==> src/rtl/pipeline_ctrl.sv <==
`default_nettype none
// ============================================================================
// Module   : pipeline_ctrl
// Purpose  : Hazard/stall/flush controller for a 5-stage in-order pipeline.
//            Produces pipeline-register write enables and bubble-insert
//            (flush) strobes from hazard inputs, and keeps saturating
//            stall/flush performance counters.
// Ports    : clk, rst (async, active high)
//            load_use_in, redirect_in, imem_ready_in, dmem_req_in,
//            dmem_ready_in, cnt_clr_in                      - hazard/status in
//            pc_en, if_id_en, id_ex_en, ex_mem_en, mem_wb_en - write enables
//            if_id_flush, id_ex_flush                        - bubble strobes
//            stall_count, flush_count [CNT_W]                - perf counters
// Revision : 1.0 - initial release
// ============================================================================
module pipeline_ctrl #(
  parameter int FLUSH_CYCLES = 1,
  parameter int CNT_W        = 32
) (
  input  logic             clk,
  input  logic             rst,
  input  logic             load_use_in,
  input  logic             redirect_in,
  input  logic             imem_ready_in,
  input  logic             dmem_req_in,
  input  logic             dmem_ready_in,
  input  logic             cnt_clr_in,
  output logic             pc_en,
  output logic             if_id_en,
  output logic             id_ex_en,
  output logic             ex_mem_en,
  output logic             mem_wb_en,
  output logic             if_id_flush,
  output logic             id_ex_flush,
  output logic [CNT_W-1:0] stall_count,
  output logic [CNT_W-1:0] flush_count
);

  typedef enum logic [1:0] {
    IDLE     = 2'd0,
    RUN      = 2'd1,
    MEM_WAIT = 2'd2,
    FLUSH    = 2'd3
  } state_t;

  localparam logic [3:0]       FLUSH_LOAD = 4'(FLUSH_CYCLES - 1);
  localparam logic [CNT_W-1:0] CNT_ONE    = CNT_W'(1);
  localparam logic [CNT_W-1:0] CNT_MAX    = {CNT_W{1'b1}};

  state_t           state_q, state_d;
  logic [3:0]       fcnt_q, fcnt_d;
  logic [CNT_W-1:0] stall_count_q, stall_count_d;
  logic [CNT_W-1:0] flush_count_q, flush_count_d;
  logic             redirect_acc;
  logic             stall_inc;

  always_comb begin
    pc_en        = 1'b0;
    if_id_en     = 1'b0;
    id_ex_en     = 1'b0;
    ex_mem_en    = 1'b0;
    mem_wb_en    = 1'b0;
    if_id_flush  = 1'b0;
    id_ex_flush  = 1'b0;
    state_d      = state_q;
    fcnt_d       = fcnt_q;
    redirect_acc = 1'b0;

    case (state_q)
      IDLE: begin
        if_id_flush = 1'b1;
        id_ex_flush = 1'b1;
        state_d     = RUN;
      end

      FLUSH: begin
        if (dmem_req_in && !dmem_ready_in) begin
          // Frozen: stay in FLUSH with the bubble count held so the
          // remaining bubbles are still issued once memory completes.
          state_d = FLUSH;
        end else if (redirect_in) begin
          {pc_en, if_id_en, id_ex_en, ex_mem_en, mem_wb_en} = 5'b11111;
          if_id_flush  = 1'b1;
          id_ex_flush  = 1'b1;
          redirect_acc = 1'b1;
          fcnt_d       = FLUSH_LOAD;
        end else begin
          {pc_en, if_id_en, id_ex_en, ex_mem_en, mem_wb_en} = 5'b11111;
          if_id_flush = 1'b1;
          fcnt_d      = fcnt_q - 4'd1;
          if (fcnt_q <= 4'd1) begin
            state_d = RUN;
          end
        end
      end

      default: begin  // RUN and MEM_WAIT share the hazard priority chain
        // In MEM_WAIT the access is already outstanding, so only ready matters.
        if ((state_q == MEM_WAIT) ? !dmem_ready_in
                                  : (dmem_req_in && !dmem_ready_in)) begin
          state_d = MEM_WAIT;
        end else if (redirect_in) begin
          // pc_en stays high so the target is captured even without fetch data.
          {pc_en, if_id_en, id_ex_en, ex_mem_en, mem_wb_en} = 5'b11111;
          if_id_flush  = 1'b1;
          id_ex_flush  = 1'b1;
          redirect_acc = 1'b1;
          if (FLUSH_CYCLES > 1) begin
            state_d = FLUSH;
            fcnt_d  = FLUSH_LOAD;
          end else begin
            state_d = RUN;
          end
        end else begin
          {pc_en, if_id_en, id_ex_en, ex_mem_en, mem_wb_en} = 5'b11111;
          state_d = RUN;
          if (load_use_in) begin
            pc_en       = 1'b0;
            if_id_en    = 1'b0;
            id_ex_flush = 1'b1;
          end else if (!imem_ready_in) begin
            pc_en       = 1'b0;
            if_id_flush = 1'b1;
          end
        end
      end
    endcase
  end

  assign stall_inc = !pc_en && (state_q != IDLE);

  always_comb begin
    stall_count_d = stall_count_q;
    flush_count_d = flush_count_q;
    if (cnt_clr_in) begin
      stall_count_d = '0;
      flush_count_d = '0;
    end else begin
      if (stall_inc && (stall_count_q != CNT_MAX)) begin
        stall_count_d = stall_count_q + CNT_ONE;
      end
      if (redirect_acc && (flush_count_q != CNT_MAX)) begin
        flush_count_d = flush_count_q + CNT_ONE;
      end
    end
  end

  always_ff @(posedge clk or posedge rst) begin
    if (rst) begin
      state_q       <= IDLE;
      fcnt_q        <= 4'd0;
      stall_count_q <= '0;
      flush_count_q <= '0;
    end else begin
      state_q       <= state_d;
      fcnt_q        <= fcnt_d;
      stall_count_q <= stall_count_d;
      flush_count_q <= flush_count_d;
    end
  end

  assign stall_count = stall_count_q;
  assign flush_count = flush_count_q;

endmodule
`default_nettype wire
==> config.mk <==
export PLATFORM = sky130hd
export DESIGN_NAME = pipeline_ctrl
export DESIGN_NICKNAME = d
export VERILOG_FILES = /design/src/rtl/pipeline_ctrl.sv
export SDC_FILE = /design/constraint.sdc
export NUM_CORES = 1
export LEC_CHECK = 0
export CORE_MARGIN = 1
export CORE_UTILIZATION = 53
export CTS_BUF_LIST = sky130_fd_sc_hd__clkbuf_16
export CTS_CLUSTER_SIZE = 10
export DETAILED_ROUTE_END_ITERATION = 10
export PLACE_DENSITY = 0.77
export SYNTH_ARGS = -nofsm -noshare
export SYNTH_HDL_FRONTEND = slang
export SYNTH_SLANG_ARGS = --single-unit
==> constraint.sdc <==
create_clock -name clk -period 2.8 [get_ports clk]
set_input_delay 0.42 -clock clk [delete_from_list [all_inputs] [get_ports clk]]
set_output_delay 0.42 -clock clk [all_outputs]
set_load 0.02 [all_outputs]
Word-level counts from Yosys, hierarchy flattened
Cells that the tools add are included.
- add/subtract/negate cells: 3
- $lt $le $gt $ge: 1
- equality and inequality tests: 6
- mux-type cells: 36
- bitwise logic cells: 1
- reductions and logical operators: 12
- operators with widths (operator ; count):
    two-way mux 32 bit ; 4
    adder 32 x 1 -> 32 bit, second input constant ; 2
    != test 32 bit, second input constant ; 2
    two-way mux 1 bit ; 20
    one-hot mux 1 bit (2 select lines) ; 6
    two-way mux 2 bit ; 4
    != test 3 bit, second input constant ; 2
    nonzero test 2 bit ; 3
    == test 2 bit, second input constant ; 2
    less-or-equal comparator 4 x 1 -> 1 bit, second input constant ; 1
    logical AND 1 bit ; 4
    two-way mux 4 bit ; 1
    one-hot mux 2 bit (2 select lines) ; 1
    AND reduction 2 bit ; 2
    subtractor 4 x 1 -> 4 bit, second input constant ; 1
    logical NOT 1 bit ; 2
    logical NOT 2 bit ; 1
    NOT 1 bit ; 1
- register bits after elaboration: 70
- input bits: 8
- output and inout port bits: 71
- word-level logic and storage cells: 63

Logic depth before layout (Yosys ltp)
Gate-level depths: netlist of the first run.
- word-level depth: 10
- mapped depth: 11
- mapped depth without buffers: 7

Worst setup path after synthesis of the first run
OpenSTA, ideal clock, no wires.
- path kind: register -> register
- start: register state_q[0]
- end: register flush_count_q[31], in the netlist flush_count[31]
- setup time: 0.125 ns
- data arrival time: 2.342 ns
- data required time: 2.675 ns
- slack: 0.334 ns
- stages on the path, launching flop included: 10
- buffers on the path: 2
- period minus slack after synthesis: 2.466 ns
- path through: dfrtp_1 -> inv_1 -> ha_1 -> buf_4 -> a21oi_2 -> o221ai_1 -> clkbuf_1 -> a2111o_1 -> nor4_1 -> mux2_2
- cells in the longest elaborated chain, start to end: 6
- elaborated cells between the ends (all ways): 8
- those cells by class: 2 x eq/ne; 3 x mux; 3 x reduce/logical
- ends and longest elaborated chain (what ; line ; RTL):
    start: declaration ; 50 ; state_t state_q, state_d;
    start signal: assignment ; 155 ; state_q <= state_d;
    == test 2 bit ; 99 ; if ((state_q == MEM_WAIT) ? !dmem_ready_in
    two-way mux 1 bit (2 in a row) ; 99 ;
    one-hot mux 1 bit (2 select lines) * ; 69 ; case (state_q)
    logical AND 1 bit * ; 142 ; if (redirect_acc && (flush_count_q != CNT_MAX)) begin
    nonzero test 2 bit (no source line) * ; -- ;
    end signal: assignment ; 158 ; flush_count_q <= flush_count_d;
    end: declaration ; 53 ; logic [CNT_W-1:0] flush_count_q, flush_count_d;
Every way passes the cells marked *; elsewhere a longest branch is shown, timed or not.
A chain may end at the register's enable or synchronous reset.

Worst setup path after layout of the first run
- start: register state_q[0]
- end: output if_id_flush
- cells in the longest elaborated chain, start to end: 4
- elaborated cells between the ends (all ways): 6
- those cells by class: 2 x eq/ne; 3 x mux; 1 x reduce/logical
- ends and longest elaborated chain (what ; line ; RTL):
    == test 2 bit ; 99 ;
    two-way mux 1 bit (2 in a row) ; 99 ;
    one-hot mux 1 bit (2 select lines) * ; 69 ;
    end: declaration ; 33 ; output logic if_id_flush,
Marks and branches as above.

==> reports/qor.csv, run 1 <==
stage,metric,value,unit
setup_path,worst_ep_required_time,2.38,ns
logic_synthesis,syn_nets,490,
power,pwr-share-seq,35.7,%
clock_network,htree_levels,3,
logic_synthesis,yosysWarnings,0,
logic_synthesis,ys_seq_area_share,41.1,%
clock_network,cts_tree,yes,
layout,stdcell_count,664,
layout,multi_input_area,0.00233,mm2
logic_synthesis,ys_ff_latch,70,
clock_network,clk_latency,0.33,ns
floorplan,die_width,91.7,um
global_route,grt_antenna_before_repair,0,
timing,rsz0062_at_grt,no,
floorplan,start_util,54.9,%
timing,hold_slack,0.483,ns
floorplan,rows,32,
setup_path,worstPathArrival,2.27,ns
logic_synthesis,ys_types,60,
status,status,completed,
layout,fill_cells,642,
global_route,grt.overflow.total,0,
timing,slew_headroom,53.3,%
placed_design,hpwl,7.86,mm
placed_design,place.gp.congestion,0.902,
timing,fin_skew,0.00534,ns
detailed_routing,dr.pass1.iters,6,
clock_network,clockRootBuffer,clkbuf_16,
logic_synthesis,ys.flop_type,dfrtp_1,
floorplan,coreArea,0.00777,mm2
logic_synthesis,netlist_instances,475,
clock_network,cts-buffers-inserted,9,
layout,drive_gt1_share,9.61,%
detailed_routing,vias,4205,
detailed_routing,antenna_left,0,
power,cellPowerDensity,577,mW/mm2
clock_network,path_clk_slew,0.05,ns
floorplan,die_h,91.7,um
power,power.switching,1.06,mW
setup_path,crit_type,reg2out,
flow_run,cap_violations,0,
floorplan,die_area,0.00841,mm2
timing,tightest_slew,0.695,ns
layout,areaGrowthSynthToFinish,29.3,%
power,p_clk_share,34.5,%
detailed_routing,viasPerCell,6.33,
global_route,grt_max_degree,33,
global_route,grt_pass1_wl,18.1,mm
power,power_switching_share,33.3,%
detailed_routing,routedWlPerCell,16.5,um
setup_path,endpoint_kind,output port,
global_route,grt_usage,26.8,%
power,p_leak,2.08,nW
timing,fmax,372,MHz
layout,diodes,0,
clock_network,cts_sinks,70,
setup_path,r2r_slack,0.23,ns
detailed_routing,drc,0,
placed_design,dp_cells,647,
power,peakVddDrop,0.299,mV
setup_path,worst_setup_path_start_kind,flop,
timing,setup_viol,0,
power,pwr-share-comb,29.8,%
detailed_routing,drt_iter0_drc,207,
floorplan,ios,79,
logic_synthesis,postSynthAreaPerCell,8.98,um2
logic_synthesis,async_flop_share,100,%
timing,period_share,96.0,%
min_path,hold_path.class,in2async,
logic_synthesis,syn_area,0.00426,mm2
logic_synthesis,synth-edff-count,0,
power,cellInternalPower,2.12,mW
setup_path,critPathMaxFanout,7,
timing,fin_setup_tns,0,ns
timing,post-route-min-period,2.69,ns
timing,hold_viol,0,
layout,regArea,0.00175,mm2
clock_network,clockBufferDepth,2,
placed_design,io_buffers,78,
timing,finalMaxSlewViolations,0,
detailed_routing,wl,11.0,mm
layout,final_nets,572,
global_route,grt_pass1_vias,3827,
[metrics by stage]
stage	utilization, %	setup WS [ns]	total power [mW]	cell area [um2]
global route	71.0	0.00326	3.34	5510
floorplan	-	0.334	1.76	4260
CTS	70.8	0.0276	3.19	5500
detailed placement	67.1	0.101	2.10	5210
finish	71.0	0.113	3.18	5510
global placement	67.1	0.157	2.07	5210
[cell usage after synthesis (4+ instances only)]
cell	instances	area share, %
and3_1	4	0.59
and2_1	4	0.59
nor4_1	15	2.2
nor2_1	26	2.3
nor2b_1	7	1.0
nor3_1	11	1.3
clkbuf_1	10	0.88
o41ai_1	4	0.82
a21oi_1	47	5.5
buf_2	9	1.1
xnor2_1	6	1.2
o21a_1	4	0.70
or4_1	21	3.7
or3_1	19	2.8
mux2_2	7	1.8
ha_1	7	2.1
inv_1	17	1.5
dfrtp_1	70	41
o31ai_1	18	3.2
nand3_1	26	3.1
o21ai_0	28	3.3
nand4_1	27	4.0
nand2_1	28	2.5
and4_1	10	2.1
[kinds of logic after synthesis]
| logic type | share of synthesized area [%] |
|---|---|
| DFF | 41.1 |
| adders and majority gates | 2.05 |
| xor gates and xnor gates | 1.44 |
| and+or+nand+nor | 29.5 |
| muxes | 2.32 |
| AOI/OAI and AO/OA | 19.2 |
| buffers and inverters | 4.34 |
[critical path, cell delays in order (launching register included)]
cell and delay [ns]:
dfrtp_1 0.37, inv_1 0.07, ha_1 0.39, inv_1 0.20
a21oi_1 0.07, a31oi_1 0.19, clkdlybuf4s50_1 0.66
[layout make-up]
type / count / share of cell area (%)
flip-flops and latches: 70 / 31.8
well taps: 102 / 2.32
multi-input cells: 364 / 42.3
inverters: 17 / 1.16
clock inverters: 7 / 1.04
repair buffers: 95 / 17.3
clock buffers: 9 / 4.09
[power groups by stage]
stage / clock network, mW / registers, mW / logic [mW]
detailed placement: 0 / 1.15 / 0.950
global placement: 0 / 1.15 / 0.926
floorplan: 0 / 1.17 / 0.590
global route: 1.17 / 1.14 / 1.03
CTS: 1.11 / 1.13 / 0.950
finish: 1.10 / 1.13 / 0.948
[cell usage in the layout (no fill, tap or decap), drive strengths merged, types with 19 or more instances in the layout]
cell type,netlist,final
nand3,26,26
inv,17,19
or3,21,21
a21oi,48,48
o21ai,29,29
or4,21,21
clkdlybuf4s50,0,71
nor2,26,26
nand2,28,28
nand4,29,29
dfrtp,70,70
[per-layer routing]
layer  part of all wire (%)  vias to the layer above  global-route usage [%]
met5                      0                        -                       0
met4                    1.7                        0                    9.90
met3                    4.9                       22                    5.22
met2                     49                      141                    43.7
met1                     45                     2030                    35.7
li1                       -                     2012                       -
[what timing repair did]
item,4_1_cts,5_1_grt
pin swaps,1,0
buffers inserted,1,0
hold buffers,0,0
endpoints found under the setup margin,2,5
gates resized for setup,1,5
[path summary, 6_finish.rpt]
path | from | to | cells after the start
setup reg to reg | state_q[0]$_DFFE_PP0P_ | stall_count[19]$_DFFE_PP0P_ | 8
hold reg to reg | fcnt_q[3]$_DFFE_PP0P_ | fcnt_q[3]$_DFFE_PP0P_ | 1
hold / removal | rst | stall_count[30]$_DFFE_PP0P_ | 2
setup / recovery | state_q[0]$_DFFE_PP0P_ | if_id_flush | 6
min in group clk | cnt_clr_in | flush_count[27]$_DFFE_PP0P_ | 2
max in group asynchronous | rst | flush_count[21]$_DFFE_PP0P_ | 3
[flip-flops by register name (all words and copies together), names as in the netlist]
name,cells
flush_count,32
state_q,2
stall_count,32
fcnt_q,4
Power figures use the tool's default switching activity.
==> inputs of run 2 (changes only) <==
- PLACE_DENSITY: 0.77 -> 0.92
==> reports/qor.csv, run 2 (synthesis results as in run 1) <==
stage,metric,value,unit
timing,finalWorstSetupSlack,0.148,ns
timing,rsz0062_at_grt,no,
setup_path,slowest_delay,0.62,ns
setup_path,cpMostUsedCell,inv_1,
layout,fill_cells,565,
setup_path,cp_top_family,buffers and inverters,
detailed_routing,vias,4408,
clock_network,cts-buffers-inserted,9,
timing,post-route-min-period,2.65,ns
setup_path,crit_path_top_delay_cell,clkdlybuf4s50_1,
layout,diodes,0,
detailed_routing,routedWlPerCell,17.4,um
placed_design,hpwl,7.93,mm
setup_path,worst_setup_path_start_kind,flop,
timing,hold_viol,0,
clock_network,path_clk_slew,0.06,ns
min_path,hold_path.class,reg2reg,
clock_network,clk_latency,0.33,ns
floorplan,die_area,0.00841,mm2
timing,period_share,94.7,%
layout,final_nets,572,
setup_path,worst_ep_required_time,2.38,ns
setup_path,path_cells,"inv_1, ha_1, inv_1, a21oi_1, a31oi_1, clkdlybuf4s50_1",
placed_design,io_buffers,78,
detailed_routing,dr.pass1.iters,5,
placed_design,preCtsSetupSlack,0.102,ns
clock_network,htree_levels,3,
power,peakVddDrop,0.303,mV
global_route,grt_antenna_before_repair,0,
global_route,grt_pass1_vias,4164,
layout,drive_gt1_share,9.79,%
timing,fmax,377,MHz
setup_path,critPathMaxFanout,7,
clock_network,cts_sinks,70,
detailed_routing,drt_iter0_drc,325,
setup_path,worstPathArrival,2.23,ns
timing,setup_viol,0,
setup_path,crit_type,reg2out,
setup_path,critPathBufInv,3,
flow_run,cap_violations,0,
floorplan,die_width,91.7,um
clock_network,clockRootBuffer,clkbuf_16,
status,status,completed,
floorplan,start_util,54.9,%
detailed_routing,drc,0,
layout,final_cell_mix,"71 x clkdlybuf4s50_1, 70 x dfrtp_1, 47 x a21oi_1",
global_route,grt.overflow.total,0,
timing,fin_skew,0.00912,ns
setup_path,endpoint_kind,output port,
power,p_leak,2.08,nW
detailed_routing,wl,11.6,mm
layout,final_common_cell,clkdlybuf4s50_1,
timing,finalMaxSlewViolations,0,
timing,slew_headroom,52.0,%
power,cellPowerDensity,579,mW/mm2
clock_network,cts_tree,yes,
floorplan,coreArea,0.00777,mm2
detailed_routing,viasPerCell,6.64,
power,design_power_total,3.17,mW
detailed_routing,antenna_left,0,
clock_network,clockBufferDepth,2,
placed_design,place.gp.congestion,0.892,
timing,tightest_slew,0.720,ns
global_route,grt_pass1_wl,19.4,mm
floorplan,die_h,91.7,um
floorplan,rows,32,
floorplan,ios,79,
timing,fin_setup_tns,0,ns
layout,areaGrowthSynthToFinish,28.3,%
global_route,grt_usage,28.4,%
global_route,grt_max_degree,35,
==> run 2: timing repair <==
action	in CTS	in global routing
hold buffers	0	0
setup buffers	1	0
gates resized for setup	1	5
pin swaps	1	0
endpoints found under the setup margin	2	5
==> run 2: worst paths after layout <==
check	startpoint	end	slack, ns	depth (start not counted)
max in group asynchronous	rst	fcnt_q[0]$_DFFE_PP0P_	1.50	3
worst max register to register	state_q[1]$_DFFE_PP0P_	stall_count[9]$_DFFE_PP0P_	0.19	9
worst min register to register	fcnt_q[3]$_DFFE_PP0P_	fcnt_q[3]$_DFFE_PP0P_	0.51	1
min in group asynchronous	rst	flush_count[4]$_DFFE_PP0P_	0.53	2
worst max-delay path	state_q[0]$_DFFE_PP0P_	if_id_flush	0.15	6
worst min-delay path	fcnt_q[3]$_DFFE_PP0P_	fcnt_q[3]$_DFFE_PP0P_	0.51	1
==> run 2: layout make-up <==
class                   instances  area [um2]  share of cell area [%]
clock buffers                   9         225                    4.12
clock inverters                 7        56.3                    1.03
inverters                      17        63.8                    1.17
multi-input cells             364        2330                    42.6
flip-flops and latches         70        1750                    32.0
well taps                     102         128                    2.33
repair buffers                 95         915                    16.7
==> run 2: power by group <==
part	switching (mW)	internal, mW	total [mW]
sequential	0.0661	1.07	1.14
clock	0.426	0.675	1.10
combinational	0.583	0.349	0.932
==> run 2: layer usage <==
layer	track usage, %	part of all wire, %	up-vias
li1	-	-	1999
met1	37.2	40	2102
met2	46.4	48	273
met3	5.97	9.3	34
met4	11.2	2.2	0
met5	0	0	-
==> run 2: through the flow <==
step / cell area [um2] / hold slack (ns) / std cells / utilization (%)
after floorplan: 4260 / 0.466 / 475 / -
after global placement: 5170 / 0.483 / 647 / 66.6
after detailed placement: 5170 / 0.493 / 647 / 66.6
after CTS: 5460 / 0.505 / 664 / 70.3
after global routing: 5470 / 0.521 / 664 / 70.5
final: 5470 / 0.505 / 664 / 70.5
